==> src/rtl/spm_pipe_wrap.sv <==
`default_nettype none
// ============================================================================
// Module  : spm_pipe_wrap (with embedded serial-parallel multiplier core spm)
// Brief   : Parallel handshake wrapper that serialises b into the spm core and
//           deserialises the signed 2*SIZE-bit product.
// Revision: 1.0
// ============================================================================

module spm #(
    parameter int SIZE = 32
) (
    input  logic            clk,
    input  logic            rst,
    input  logic            clr,
    input  logic [SIZE-1:0] x,
    input  logic            y,
    output logic            p
);
    localparam int W = 2 * SIZE;

    logic [W-1:0] w_xe;
    logic [W-1:0] w_pp;
    logic [W-1:0] w_sin;
    logic [W-1:0] w_sum;
    logic [W-1:0] w_carry;
    logic [W-1:0] r_s;
    logic [W-1:0] r_c;

    // Carry-save chain: sums shift toward cell 0, carries stay in place.
    // x is sign-extended across the full width so the low 2*SIZE bits are exact.
    assign w_xe    = {{SIZE{x[SIZE-1]}}, x};
    assign w_pp    = w_xe & {W{y}};
    assign w_sin   = {1'b0, r_s[W-1:1]};
    assign w_sum   = w_sin ^ w_pp ^ r_c;
    assign w_carry = (w_sin & w_pp) | (w_sin & r_c) | (w_pp & r_c);

    always_ff @(posedge clk or posedge rst) begin
        if (rst) begin
            r_s <= '0;
            r_c <= '0;
        end else if (clr) begin
            r_s <= '0;
            r_c <= '0;
        end else begin
            r_s <= w_sum;
            r_c <= w_carry;
        end
    end

    assign p = r_s[0];

endmodule

module spm_pipe_wrap #(
    parameter int SIZE = 32
) (
    input  logic              clk,
    input  logic              rst,
    input  logic              in_valid,
    output logic              in_ready,
    input  logic [SIZE-1:0]   a,
    input  logic [SIZE-1:0]   b,
    output logic              out_valid,
    input  logic              out_ready,
    output logic [2*SIZE-1:0] product,
    output logic              busy
);
    localparam int W  = 2 * SIZE;
    localparam int CW = $clog2(W + 1);
    localparam logic [CW-1:0] C_LAST = CW'(W);

    typedef enum logic [1:0] {
        S_IDLE  = 2'd0,
        S_CLR   = 2'd1,
        S_SHIFT = 2'd2,
        S_DONE  = 2'd3
    } state_t;

    state_t          r_state;
    logic [SIZE-1:0] r_a;
    logic [W-1:0]    r_b_sh;
    logic [W-1:0]    r_prod_sh;
    logic [CW-1:0]   r_cnt;
    logic            r_y;
    logic            r_clr;
    logic            r_in_ready;
    logic            r_out_valid;
    logic            r_busy;
    logic            w_core_p;

    spm #(
        .SIZE(SIZE)
    ) u_core (
        .clk (clk),
        .rst (rst),
        .clr (r_clr),
        .x   (r_a),
        .y   (r_y),
        .p   (w_core_p)
    );

    always_ff @(posedge clk or posedge rst) begin
        if (rst) begin
            r_state     <= S_IDLE;
            r_a         <= '0;
            r_b_sh      <= '0;
            r_prod_sh   <= '0;
            r_cnt       <= '0;
            r_y         <= 1'b0;
            r_clr       <= 1'b0;
            r_in_ready  <= 1'b1;
            r_out_valid <= 1'b0;
            r_busy      <= 1'b0;
        end else begin
            r_clr <= 1'b0;
            case (r_state)
                S_IDLE: begin
                    if (in_valid) begin
                        r_a        <= a;
                        r_b_sh     <= {{SIZE{b[SIZE-1]}}, b};
                        r_clr      <= 1'b1;
                        r_in_ready <= 1'b0;
                        r_busy     <= 1'b1;
                        r_state    <= S_CLR;
                    end
                end
                S_CLR: begin
                    r_cnt   <= '0;
                    r_y     <= r_b_sh[0];
                    r_b_sh  <= r_b_sh >> 1;
                    r_state <= S_SHIFT;
                end
                S_SHIFT: begin
                    // The core output lags y by one cycle, so capture starts at cnt=1.
                    if (r_cnt != '0) begin
                        r_prod_sh <= {w_core_p, r_prod_sh[W-1:1]};
                    end
                    if (r_cnt == C_LAST) begin
                        r_y         <= 1'b0;
                        r_out_valid <= 1'b1;
                        r_state     <= S_DONE;
                    end else begin
                        r_cnt  <= r_cnt + CW'(1);
                        r_y    <= (r_cnt < C_LAST - CW'(1)) ? r_b_sh[0] : 1'b0;
                        r_b_sh <= r_b_sh >> 1;
                    end
                end
                S_DONE: begin
                    if (out_ready) begin
                        r_out_valid <= 1'b0;
                        r_in_ready  <= 1'b1;
                        r_busy      <= 1'b0;
                        r_state     <= S_IDLE;
                    end
                end
                default: begin
                    r_state <= S_IDLE;
                end
            endcase
        end
    end

    assign in_ready  = r_in_ready;
    assign out_valid = r_out_valid;
    assign busy      = r_busy;
    assign product   = r_prod_sh;

endmodule

`default_nettype wire

==> config.mk <==
export PLATFORM = sky130hd
export DESIGN_NAME = spm_pipe_wrap
export DESIGN_NICKNAME = d
export VERILOG_FILES = /design/src/rtl/spm_pipe_wrap.sv
export SDC_FILE = /design/constraint.sdc
export NUM_CORES = 1
export LEC_CHECK = 0
export CAP_MARGIN = 20
export CORE_UTILIZATION = 30
export CTS_BUF_LIST = sky130_fd_sc_hd__clkbuf_4 sky130_fd_sc_hd__clkbuf_8
export CTS_CLUSTER_SIZE = 14
export DETAILED_ROUTE_END_ITERATION = 6
export SLEW_MARGIN = 15
export SYNTH_ARGS = -nofsm -noshare
export SYNTH_HDL_FRONTEND = slang
export SYNTH_SLANG_ARGS = --single-unit
==> constraint.sdc <==
create_clock -name clk -period 16 [get_ports clk]
set_input_delay 4 -clock clk [delete_from_list [all_inputs] [get_ports clk]]
set_output_delay 4 -clock clk [all_outputs]
set_load 0.02 [all_outputs]
# --- Yosys cells after proc, flatten, opt, wreduce, memory -nomap -nowiden ---
# Index checks and enable logic that the tools add are counted.
classes:
  n_addsub: 1
  n_lt_le_gt_ge: 1
  eq_ne: 8
  n_mux: 24
  bitwise: 8
  n_reduce_logical: 13
ops:
  columns: ["operator", "n"]
  rows:
  - ["64-bit 2-to-1 mux", 4]
  - ["64-bit case mux with 3 select lines", 1]
  - ["63-bit by 64-bit bitwise AND with 64-bit output", 2]
  - ["64-bit bitwise AND", 2]
  - ["64-bit bitwise OR", 2]
  - ["63-bit by 64-bit XOR with 64-bit output", 1]
  - ["64-bit XOR", 1]
  - ["7-bit case mux with 2 select lines", 1]
  - ["3-bit AND reduction", 4]
  - ["1-bit 2-to-1 mux", 9]
  - ["2-bit inequality test (second input constant)", 4]
  - ["1-bit case mux with 2 select lines", 4]
  - ["2-bit case mux with 4 select lines", 1]
  - ["7-bit by 1-bit adder with 7-bit output (second input constant)", 1]
  - ["7-bit equality test (second input constant)", 1]
  - ["7-bit by 6-bit less-than comparator with 1-bit output (second input constant)", 1]
  - ["7-bit 2-to-1 mux", 1]
  - ["7-bit nonzero test", 1]
  - ["2-bit 2-to-1 mux", 3]
  - ["2-bit AND reduction", 3]
  - ["2-bit nonzero test", 3]
  - ["2-bit equality test (second input constant)", 2]
  - ["3-bit nonzero test", 1]
  - ["2-bit by 1-bit equality test with 1-bit output (second input constant)", 1]
  - ["2-bit logical NOT", 1]
totals:
  register_bits: 302
  input_bits: 68
  output_inout_bits: 67
  elab_cells: 67

# --- Depth between registers and ports, before layout ---
# Gate-level depths: netlist of run 1.
depth:
  depth_word: 5
  mapped_depth: 9
  mapped_depth_nobuf: 6

# --- Modules after synthesis ---
# Synthesis of run 1 repeated with hierarchy kept, for this count alone.
hier_totals:
  hier_cells: 1098
  hier_area_um2: 13061.3
modules_own_cells:
  columns: ["mod", "n_inst", "cells_per_inst", "area_per_inst_um2", "seq_area_each_um2"]
  rows:
  - ["spm_pipe_wrap", 1, 569, 7144.4, 4355.4]
  - ["spm", 1, 529, 5916.9, 3203.1]

# --- Least setup slack after synthesis of run 1 ---
# Ideal clock, no wire load.
synth_timing:
  path_kind: "in2reg"
  start: "input in_valid"
  end: "register r_a[10]"
  setup_time_ns: 0.125
  arrival_time_ns: 4.855
  required_time_ns: 15.875
  setup_slack_ns: 11.020
  cell_stages: 3
  path_buffers: 1
  path_cell_list: "nand2_1 buf_1 mux2_2"
synth_between:
  elab_chain_len: 1
synth_rtl:
  columns: ["element", "line", "source"]
  rows:
  - ["from (decl)", "59", "input logic in_valid,"]
  - ["2-bit AND reduction (no line)", null, null]
  - ["to (signal assigned)", "105", "r_a <= '0;"]
  - ["to (signal assigned)", "119", "r_a <= a;"]
  - ["to (decl)", "80", "logic [SIZE-1:0] r_a;"]
# Every way passes these cells.
# A chain may end at the register's enable or synchronous reset.

# --- Worst setup path after layout of run 1 ---
layout_timing:
  start: "input in_valid"
  end: "register r_b_sh[22]"
layout_between:
  elab_chain_len: 2
layout_rtl:
  columns: ["element", "line", "source"]
  rows:
  - ["2-bit inequality test (no line)", null, null]
  - ["3-bit AND reduction (no line)", null, null]
  - ["to (signal assigned)", "120", "r_b_sh <= {{SIZE{b[SIZE-1]}}, b};"]
  - ["to (signal assigned)", "130", "r_b_sh <= r_b_sh >> 1;"]
  - ["to (signal assigned)", "145", "r_b_sh <= r_b_sh >> 1;"]
  - ["to (decl)", "81", "logic [W-1:0] r_b_sh;"]
# Every way passes these cells.

==> results_dict.tcl, run 1 <==
set metrics [dict create \
    cts_buffers 51 \
    yosys_warnings 0 \
    hold_class "register to register" \
    vdd_drop_max_mv 0.0892 \
    multi_input_area_um2 4750 \
    synth_top_area_share_pct 58.6 \
    cpMaxStageDelayCell "buf_4" \
    hold_viol 0 \
    cap_violations 0 \
    rsz0062_at_grt "false" \
    cts_resized 0 \
    clock_path_buffers 3 \
    io_pins 135 \
    synth_cells 1000 \
    holdPathEnd "r_a[8]" \
    cp.arrival_ps 6420 \
    antenna_found_initial 1 \
    rows 75 \
    setup_violations 0 \
    slowest_delay_ps 780 \
    area_delta_synth_final_pct 22.9 \
    relSlewSlack_pct 36.7 \
    status "finished clean" \
    hp-start "r_a[8]" \
    path_buf_inv 3 \
    seq_area_frac_synth_pct 58.8 \
    finalCoreUtilization_pct 37.5 \
    cts_sinks 302 \
    clock_skew_ps 21.8 \
    rr_endpoint "r_b_sh[22]" \
    via_per_inst 4.32 \
    syn_area_per_cell_um2 12.9 \
    initial_core_util_pct 30.5 \
    synth-edff-count 0 \
    hold_buffers 0 \
    fmax_ghz 0.169 \
    route.vias.total 7440 \
    dieArea_um2 43700 \
    drt_first_pass_iters 4 \
    htreeDepth 2 \
    synthDistinctLibCells 39 \
    fin_crit_sh_pct 37.0 \
    cts.clk_slew.worst_paths_ps 60 \
    drt_wl_total_um 23100 \
    critical_path.max_fanout 84 \
    post_cts_buffers 0 \
    cts_tree "built" \
    fin_nets 1281 \
    path_cells "clkdlybuf4s50_1, nor2b_1, a311oi_4, buf_4, buf_4, nor2_1, a21oi_2" \
    min_path_cells 1 \
    grt_use_total_pct 11.1 \
    synth_largest_area_cell "dfrtp_1" \
    start_kind "primary input" \
    drive_gt1_share_pct 21.0 \
    synth_area_leaders "dfrtp_1 59%, fa_1 9.8%, mux2_2 8.4%" \
    synth_nets 1139 \
    netlist_area_um2 12900 \
    chipHeight_um 209 \
    drtIter0Drc 484 \
    grt_pass1_wl_um 40000 \
    n_antenna_cell 0 \
    fin_hold_ws_ps 504 \
    synthFlopType "dfrtp_1" \
    numPortBuffers 134 \
    min_period_ps 5920 \
    power.leakage_nw 7.19 \
    worstPathRequired_ps 16490 \
    wl_per_cell_um 13.4 \
    tns_ps 0 \
    ff_latch_area_um2 7560 \
    routabilityCongestion 0.713 \
    cp_top_family "buffers and inverters" \
    final_cells 1721 \
    die_w_um 209 \
    hpwl_um 13900 \
    clock_latency_ps 580 \
    core_area_um2 42100 \
    reg2reg_depth 8 \
    reg2reg_setup_slack_ps 13000 \
    grt.overflow.total 0 \
    rr_startpoint "r_state[0]" \
    place_inst 1627 \
    worst-setup-path-type "primary input to register" \
    power.density_nw_per_um2 195 \
    drv_slew 0 \
    grt_pass1_vias 7851 \
    grt_start_max_net_pins 111 \
    cts_root_buffer "clkbuf_8" \
    drc 0 \
    antenna_left 0 \
    cpMostUsedCell "buf_4" \
    synthArstFlopShare_pct 100 \
    critPathCaptureType "register" \
    nFillCells 4040 \
    synth-seq-cells 302 \
    tightest_slew_ps 949 \
]
[area by class of cell]
type / count / share of cell area [%]
inverter: 72 / 1.76
sequential: 302 / 47.9
clock buffer: 89 / 6.76
timing repair buffer: 144 / 9.09
clock inverter: 4 / 0.166
multi-input combinational: 571 / 30.1
tap: 539 / 4.27
[synth_stat cells (all sizes together) (2+ instances only)]
library cell / number
dfrtp: 301
nor2: 130
a21oi: 99
mux2: 97
inv: 72
nor2b: 68
fa: 63
nand2: 38
mux2i: 32
buf: 29
clkbuf: 26
ha: 8
o21ai: 7
nand3: 5
a21boi: 2
a22o: 2
a31o: 2
a31oi: 2
and2: 2
and3: 2
nor3: 2
o31ai: 2
[logic make-up after synthesis]
kind of cell | Yosys count | synth area share, %
mux | 129 | 11.0
fa+ha+maj | 71 | 10.6
compound gates | 120 | 6.10
flops | 302 | 58.8
simple gates | 251 | 9.03
buf+inv | 127 | 4.53
[registers in the layout (all words and copies together), names as in the netlist]
register / flops
r_clr: 1
in_ready: 1
out_valid: 1
r_state: 2
r_y: 1
busy: 1
u_core.r_s: 64
r_a: 32
r_cnt: 7
r_b_sh: 64
product: 64
u_core.r_c: 64
[per-layer routing]
layer / vias to the layer above / global-route usage (%) / wire, um
met5: - / 0 / 8
met4: 2 / 4.18 / 552
met3: 42 / 2.66 / 1020
met2: 136 / 17.4 / 11000
met1: 3750 / 14.9 / 10600
li1: 3510 / - / -
[power breakdown]
part / leakage (nW) / internal, mW / switching, mW
Clock: 0.588 / 0.417 / 0.300
Sequential: 3.79 / 1.07 / 0.144
Combinational: 2.81 / 0.528 / 0.633
Total: 7.19 / 2.01 / 1.08
[cell usage in the layout (no fill, tap or decap), types with 5 or more instances in the layout]
| cell | instances |
|---|---|
| a21oi_2 | 37 |
| ha_1 | 7 |
| nor2b_1 | 67 |
| clkdlybuf4s50_1 | 134 |
| mux2_2 | 96 |
| inv_1 | 71 |
| nand3_1 | 5 |
| mux2i_1 | 32 |
| fa_1 | 63 |
| clkbuf_4 | 25 |
| nor2_1 | 130 |
| o21ai_0 | 7 |
| a21oi_1 | 62 |
| buf_4 | 9 |
| dfrtp_1 | 300 |
| nand2_1 | 36 |
| clkbuf_8 | 64 |
[stage by stage]
| step | setup WS [ps] | area, um^2 | power, mW |
|---|---|---|---|
| 6_report | 10080 | 15800 | 3.09 |
| 5_1_grt | 9810 | 15800 | 3.38 |
| 4_1_cts | 9610 | 15800 | 3.15 |
| 3_5_place_dp | 8980 | 14700 | 2.40 |
| 3_3_place_gp | 9000 | 14700 | 2.36 |
| 2_1_floorplan | 3660 | 12900 | 2.14 |
[how the worst max path moves through the flow]
stage | start | to | cells after the start
2_1_floorplan | rst | busy | 1
3_3_place_gp | rst | r_clr | 4
3_5_place_dp | rst | r_clr | 4
4_1_cts | rst | r_clr | 4
5_1_grt | rst | in_ready | 5
6_report | in_valid | r_b_sh[22] | 7
[worst reg2reg max path: stages (launching register included)]
cell and delay [ps]:
dfrtp_1 400, inv_1 120, ha_1 340, and2_4 210, a311oi_4 290, buf_4 470
buf_4 790, nor2_1 170, a21oi_2 140
(Power assumes the default switching activity.)
==> inputs of run 2 (changes only) <==
Clock period 16 ns to 5.65 ns, I/O delays scaled along.
==> run 2 against run 1 <==
Clock-buffer cell count down 7; combinational power rose to 2.8 times the previous value; first-iteration DRC count down 13%; clock power rose to 3.1 times the previous value; sequential power rose to 2.8 times the previous value; global-route usage down 0.061 points; critical endpoint is now in_ready; power rose to 2.9 times the previous value; register-to-register slack worse by 9900 ps; clock skew down 5.5 ps; worst setup slack worse by 7600 ps; flip-flop and latch count unchanged; die area unchanged.
==> results_dict.tcl, run 2 (same netlist as run 1, synthesis figures left out) <==
set metrics [dict create \
    hpwl_um 13800 \
    path_buf_inv 1 \
    min_period_ps 3200 \
    final_cells 1722 \
    vdd_drop_max_mv 0.405 \
    cts_root_buffer "clkbuf_8" \
    clock_latency_ps 570 \
    power.leakage_nw 7.23 \
    place_inst 1630 \
    status "finished clean" \
    routabilityCongestion 0.718 \
    hold_buffers 0 \
    n_antenna_cell 0 \
    cts_resized 0 \
    numPortBuffers 134 \
    power.density_nw_per_um2 559 \
    grt.overflow.total 0 \
    post_dp_cell_area_um2 14700 \
    cp_top_family "buffers and inverters" \
    io_pins 135 \
    via_per_inst 4.30 \
    cap_violations 0 \
    fin_nets 1283 \
    start_kind "register" \
    drtIter0Drc 422 \
    drv_slew 0 \
    slowest_delay_ps 690 \
    relSlewSlack_pct 31.5 \
    rsz0062_at_grt "false" \
    drt_first_pass_iters 4 \
    grt_pass1_wl_um 39700 \
    drc 0 \
    cts_buffers 51 \
    final_common_cell "dfrtp_1" \
    fmax_ghz 0.312 \
    fin_crit_sh_pct 56.7 \
    critPathCaptureType "output port" \
    hold_class "register to register" \
    cts_sinks 302 \
    clock_path_buffers 3 \
    worst-setup-path-type "register to output port" \
    dieArea_um2 43700 \
    worstPathRequired_ps 4240 \
    drive_gt1_share_pct 21.0 \
    rows 75 \
    tightest_slew_ps 1030 \
    power.total_mw 8.89 \
    grt_pass1_vias 7795 \
    die_w_um 209 \
    critical_path.max_fanout 2 \
    stdcell_area_um2 15900 \
    core_area_um2 42100 \
    chipHeight_um 209 \
    antenna_left 0 \
    grt_start_max_net_pins 103 \
    grt_use_total_pct 11.1 \
    layout_common_cells "300 x dfrtp_1, 134 x clkdlybuf4s50_1, 130 x nor2_1, 96 x mux2_2, 71 x inv_1" \
    setup_violations 0 \
    route.vias.total 7408 \
    path_cells "clkdlybuf4s50_1" \
    tns_ps 0 \
    cts_tree "built" \
    drt_wl_total_um 23000 \
    post_cts_buffers 0 \
    cp.arrival_ps 1790 \
    initial_core_util_pct 30.5 \
    htreeDepth 2 \
    cpMaxStageDelayCell "clkdlybuf4s50_1" \
    antenna_found_initial 0 \
    hold_viol 0 \
    clock_skew_ps 16.3 \
    wl_per_cell_um 13.3 \
    area_delta_synth_final_pct 23.6 \
    cts.clk_slew.worst_paths_ps 60 \
]
## run 2: path summary, 6_finish.rpt
check                      cells past startpoint             end          start  slack (ps)
setup / recovery                               1        in_ready       in_ready        2450
max in group asynchronous                      3      r_b_sh[13]            rst        3230
setup reg to reg                               6      r_b_sh[63]     r_state[0]        3080
hold / removal                                 1     product[63]  u_core.r_s[0]         450
hold reg to reg                                1     product[63]  u_core.r_s[0]         450
min in group asynchronous                      2  u_core.r_c[28]            rst        1370
## run 2: metrics by stage
step           utilization [%]  setup slack, ps  hold WS (ps)
2_1_floorplan                -              223           433
3_5_place_dp              34.9             2180           448
5_1_grt                   37.7             2350           469
4_1_cts                   37.7             2370           457
6_report                  37.7             2450           452
3_3_place_gp              34.9             2230           440
## run 2: where the power goes
group,switching (mW),total (mW),internal (mW)
clock network,0.867,2.19,1.33
logic,1.79,3.28,1.49
registers,0.399,3.42,3.02
total,3.06,8.89,5.83
## run 2: area by class of cell
cell class | instances | area, um^2
Inverter | 72 | 274
Tap cell | 539 | 674
Clock buffer | 82 | 1020
Multi-Input combinational cell | 571 | 4750
Timing Repair Buffer | 146 | 1460
Clock inverter | 10 | 153
Sequential cell | 302 | 7560
Fill cell | 4029 | 26200
## run 2: per-layer routing
layer,GRT usage (%),up-vias,wire [um]
met5,0,-,0
met4,4.28,0,593
met3,2.45,51,863
met2,18.0,103,11200
met1,14.4,3738,10300
li1,-,3516,-
==> inputs of run 3 (changes only) <==
Clock period 5.65 ns to 3 ns, I/O delays scaled along.
==> run 3 against run 2 <==
Die area stayed put; flip-flop and latch count stayed put; final cell count is 1.0% higher; clock skew is 3.2 ps higher; clock-buffer cell count stayed put; final area is 0.65% higher; register-to-register slack worse by 2400 ps; critical endpoint unchanged; largest cell class unchanged.
==> results_dict.tcl, run 3 (same netlist as run 1, synthesis figures left out) <==
set metrics [dict create \
    drive_gt1_share_pct 22.2 \
    routed.top_layer "met5" \
    route.vias.total 7503 \
    grt.overflow.total 0 \
    final_common_cell "dfrtp_1" \
    hpwl_um 15000 \
    cts.clk_slew.worst_paths_ps 60 \
    numPortBuffers 134 \
    routabilityCongestion 0.705 \
    grt_use_total_pct 11.3 \
    hold_viol 0 \
    dieArea_um2 43700 \
    critPathCaptureType "output port" \
    grt_pass1_vias 7867 \
    wl_met2_um 11200 \
    stdcell_area_um2 16000 \
    critical_path.max_fanout 2 \
    cp_top_family "buffers and inverters" \
    layout_common_cells "300 x dfrtp_1, 134 x clkdlybuf4s50_1, 130 x nor2_1, 96 x mux2_2, 71 x inv_1" \
    hold_class "register to register" \
    cts_tree "built" \
    wl_per_cell_um 13.4 \
    relSlewSlack_pct 49.4 \
    cts_buffers 51 \
    n_antenna_cell 0 \
    fin_crit_sh_pct 85.1 \
    tightest_slew_ps 760 \
    nFillCells 4079 \
    min_period_ps 2550 \
    path_buf_inv 1 \
    setup_violations 0 \
    rows 75 \
    tns_ps 0 \
    power.leakage_nw 7.30 \
    drtIter0Drc 390 \
    htreeDepth 2 \
    start_kind "register" \
    antenna_found_initial 1 \
    hold_buffers 0 \
    grt_start_max_net_pins 87 \
    fin_ws_ps 446 \
    cts_root_buffer "clkbuf_8" \
    finalCoreUtilization_pct 38.0 \
    worst-setup-path-type "register to output port" \
    grt_pass1_wl_um 40200 \
    antenna_left 0 \
    drv_slew 0 \
    drc 0 \
    area_delta_synth_final_pct 24.4 \
    clock_latency_ps 600 \
    slowest_delay_ps 690 \
    clock_path_buffers 3 \
    clock_skew_ps 19.5 \
    cp.arrival_ps 1800 \
    initial_core_util_pct 30.5 \
    chipHeight_um 209 \
    status "finished clean" \
    drt_first_pass_iters 5 \
    vdd_drop_max_mv 0.385 \
    post_dp_cell_area_um2 14900 \
    cts_sinks 302 \
    pre_cts_ws_ps 485 \
    cpMaxStageDelayCell "clkdlybuf4s50_1" \
    cap_violations 0 \
    power.density_nw_per_um2 1030 \
    core_area_um2 42100 \
    wl_met1_um 10400 \
    drt_wl_total_um 23300 \
    io_pins 135 \
    fmax_ghz 0.391 \
    wl_met3_um 957 \
    worstPathRequired_ps 2250 \
    cts_resized 0 \
    rsz0062_at_grt "false" \
    die_w_um 209 \
    via_per_inst 4.31 \
    path_cells "clkdlybuf4s50_1" \
    fin_nets 1303 \
    post_cts_buffers 0 \
]
## run 3: cell count changes in the layout (fill, tap and decap cells not counted)
cell / previous run / this run
buf_4: 10 / 25
buf_12: 2 / 7
bufinv_16: 4 / 0
clkinv_2: 5 / 7
## run 3: where the power goes
| part | switching [mW] | total, mW | leakage, nW | internal (mW) |
|---|---|---|---|---|
| clock | 1.62 | 3.77 | 0.573 | 2.15 |
| combinational | 3.34 | 6.29 | 2.94 | 2.95 |
| sequential | 0.812 | 6.49 | 3.79 | 5.68 |
## run 3: layout make-up
| cell class | count | area, um^2 | area share [%] |
|---|---|---|---|
| Clock inverter | 8 | 42.5 | 0.266 |
| Inverter | 72 | 274 | 1.71 |
| Sequential cell | 302 | 7560 | 47.3 |
| Clock buffer | 82 | 1020 | 6.39 |
| Multi-Input combinational cell | 571 | 4750 | 29.7 |
| Timing Repair Buffer | 166 | 1670 | 10.4 |
| Tap cell | 539 | 674 | 4.22 |
## run 3: routing by layer
metal | track usage, % | up-vias
met2 | 18.0 | 107
met4 | 4.51 | 2
li1 | - | 3548
met5 | 0 | -
met1 | 14.6 | 3793
met3 | 2.84 | 53
## run 3: worst paths after layout
path	startpoint	end	slack, ps	cells after the start
setup / recovery	in_ready	in_ready	450	1
hold reg to reg	u_core.r_s[0]	product[63]	460	1
hold / removal	u_core.r_s[0]	product[63]	460	1
setup reg to reg	r_cnt[0]	product[39]	680	7
min in group asynchronous	rst	u_core.r_c[63]	510	2
max in group asynchronous	rst	u_core.r_s[21]	1680	4
## run 3: metrics by stage
step	instances	hold slack [ps]	power, mW
6_report	1740	457	16.6
5_1_grt	1740	486	18.1
4_1_cts	1740	465	16.9
3_5_place_dp	1650	451	13.0
3_3_place_gp	1650	445	12.8
2_1_floorplan	1000	433	11.4
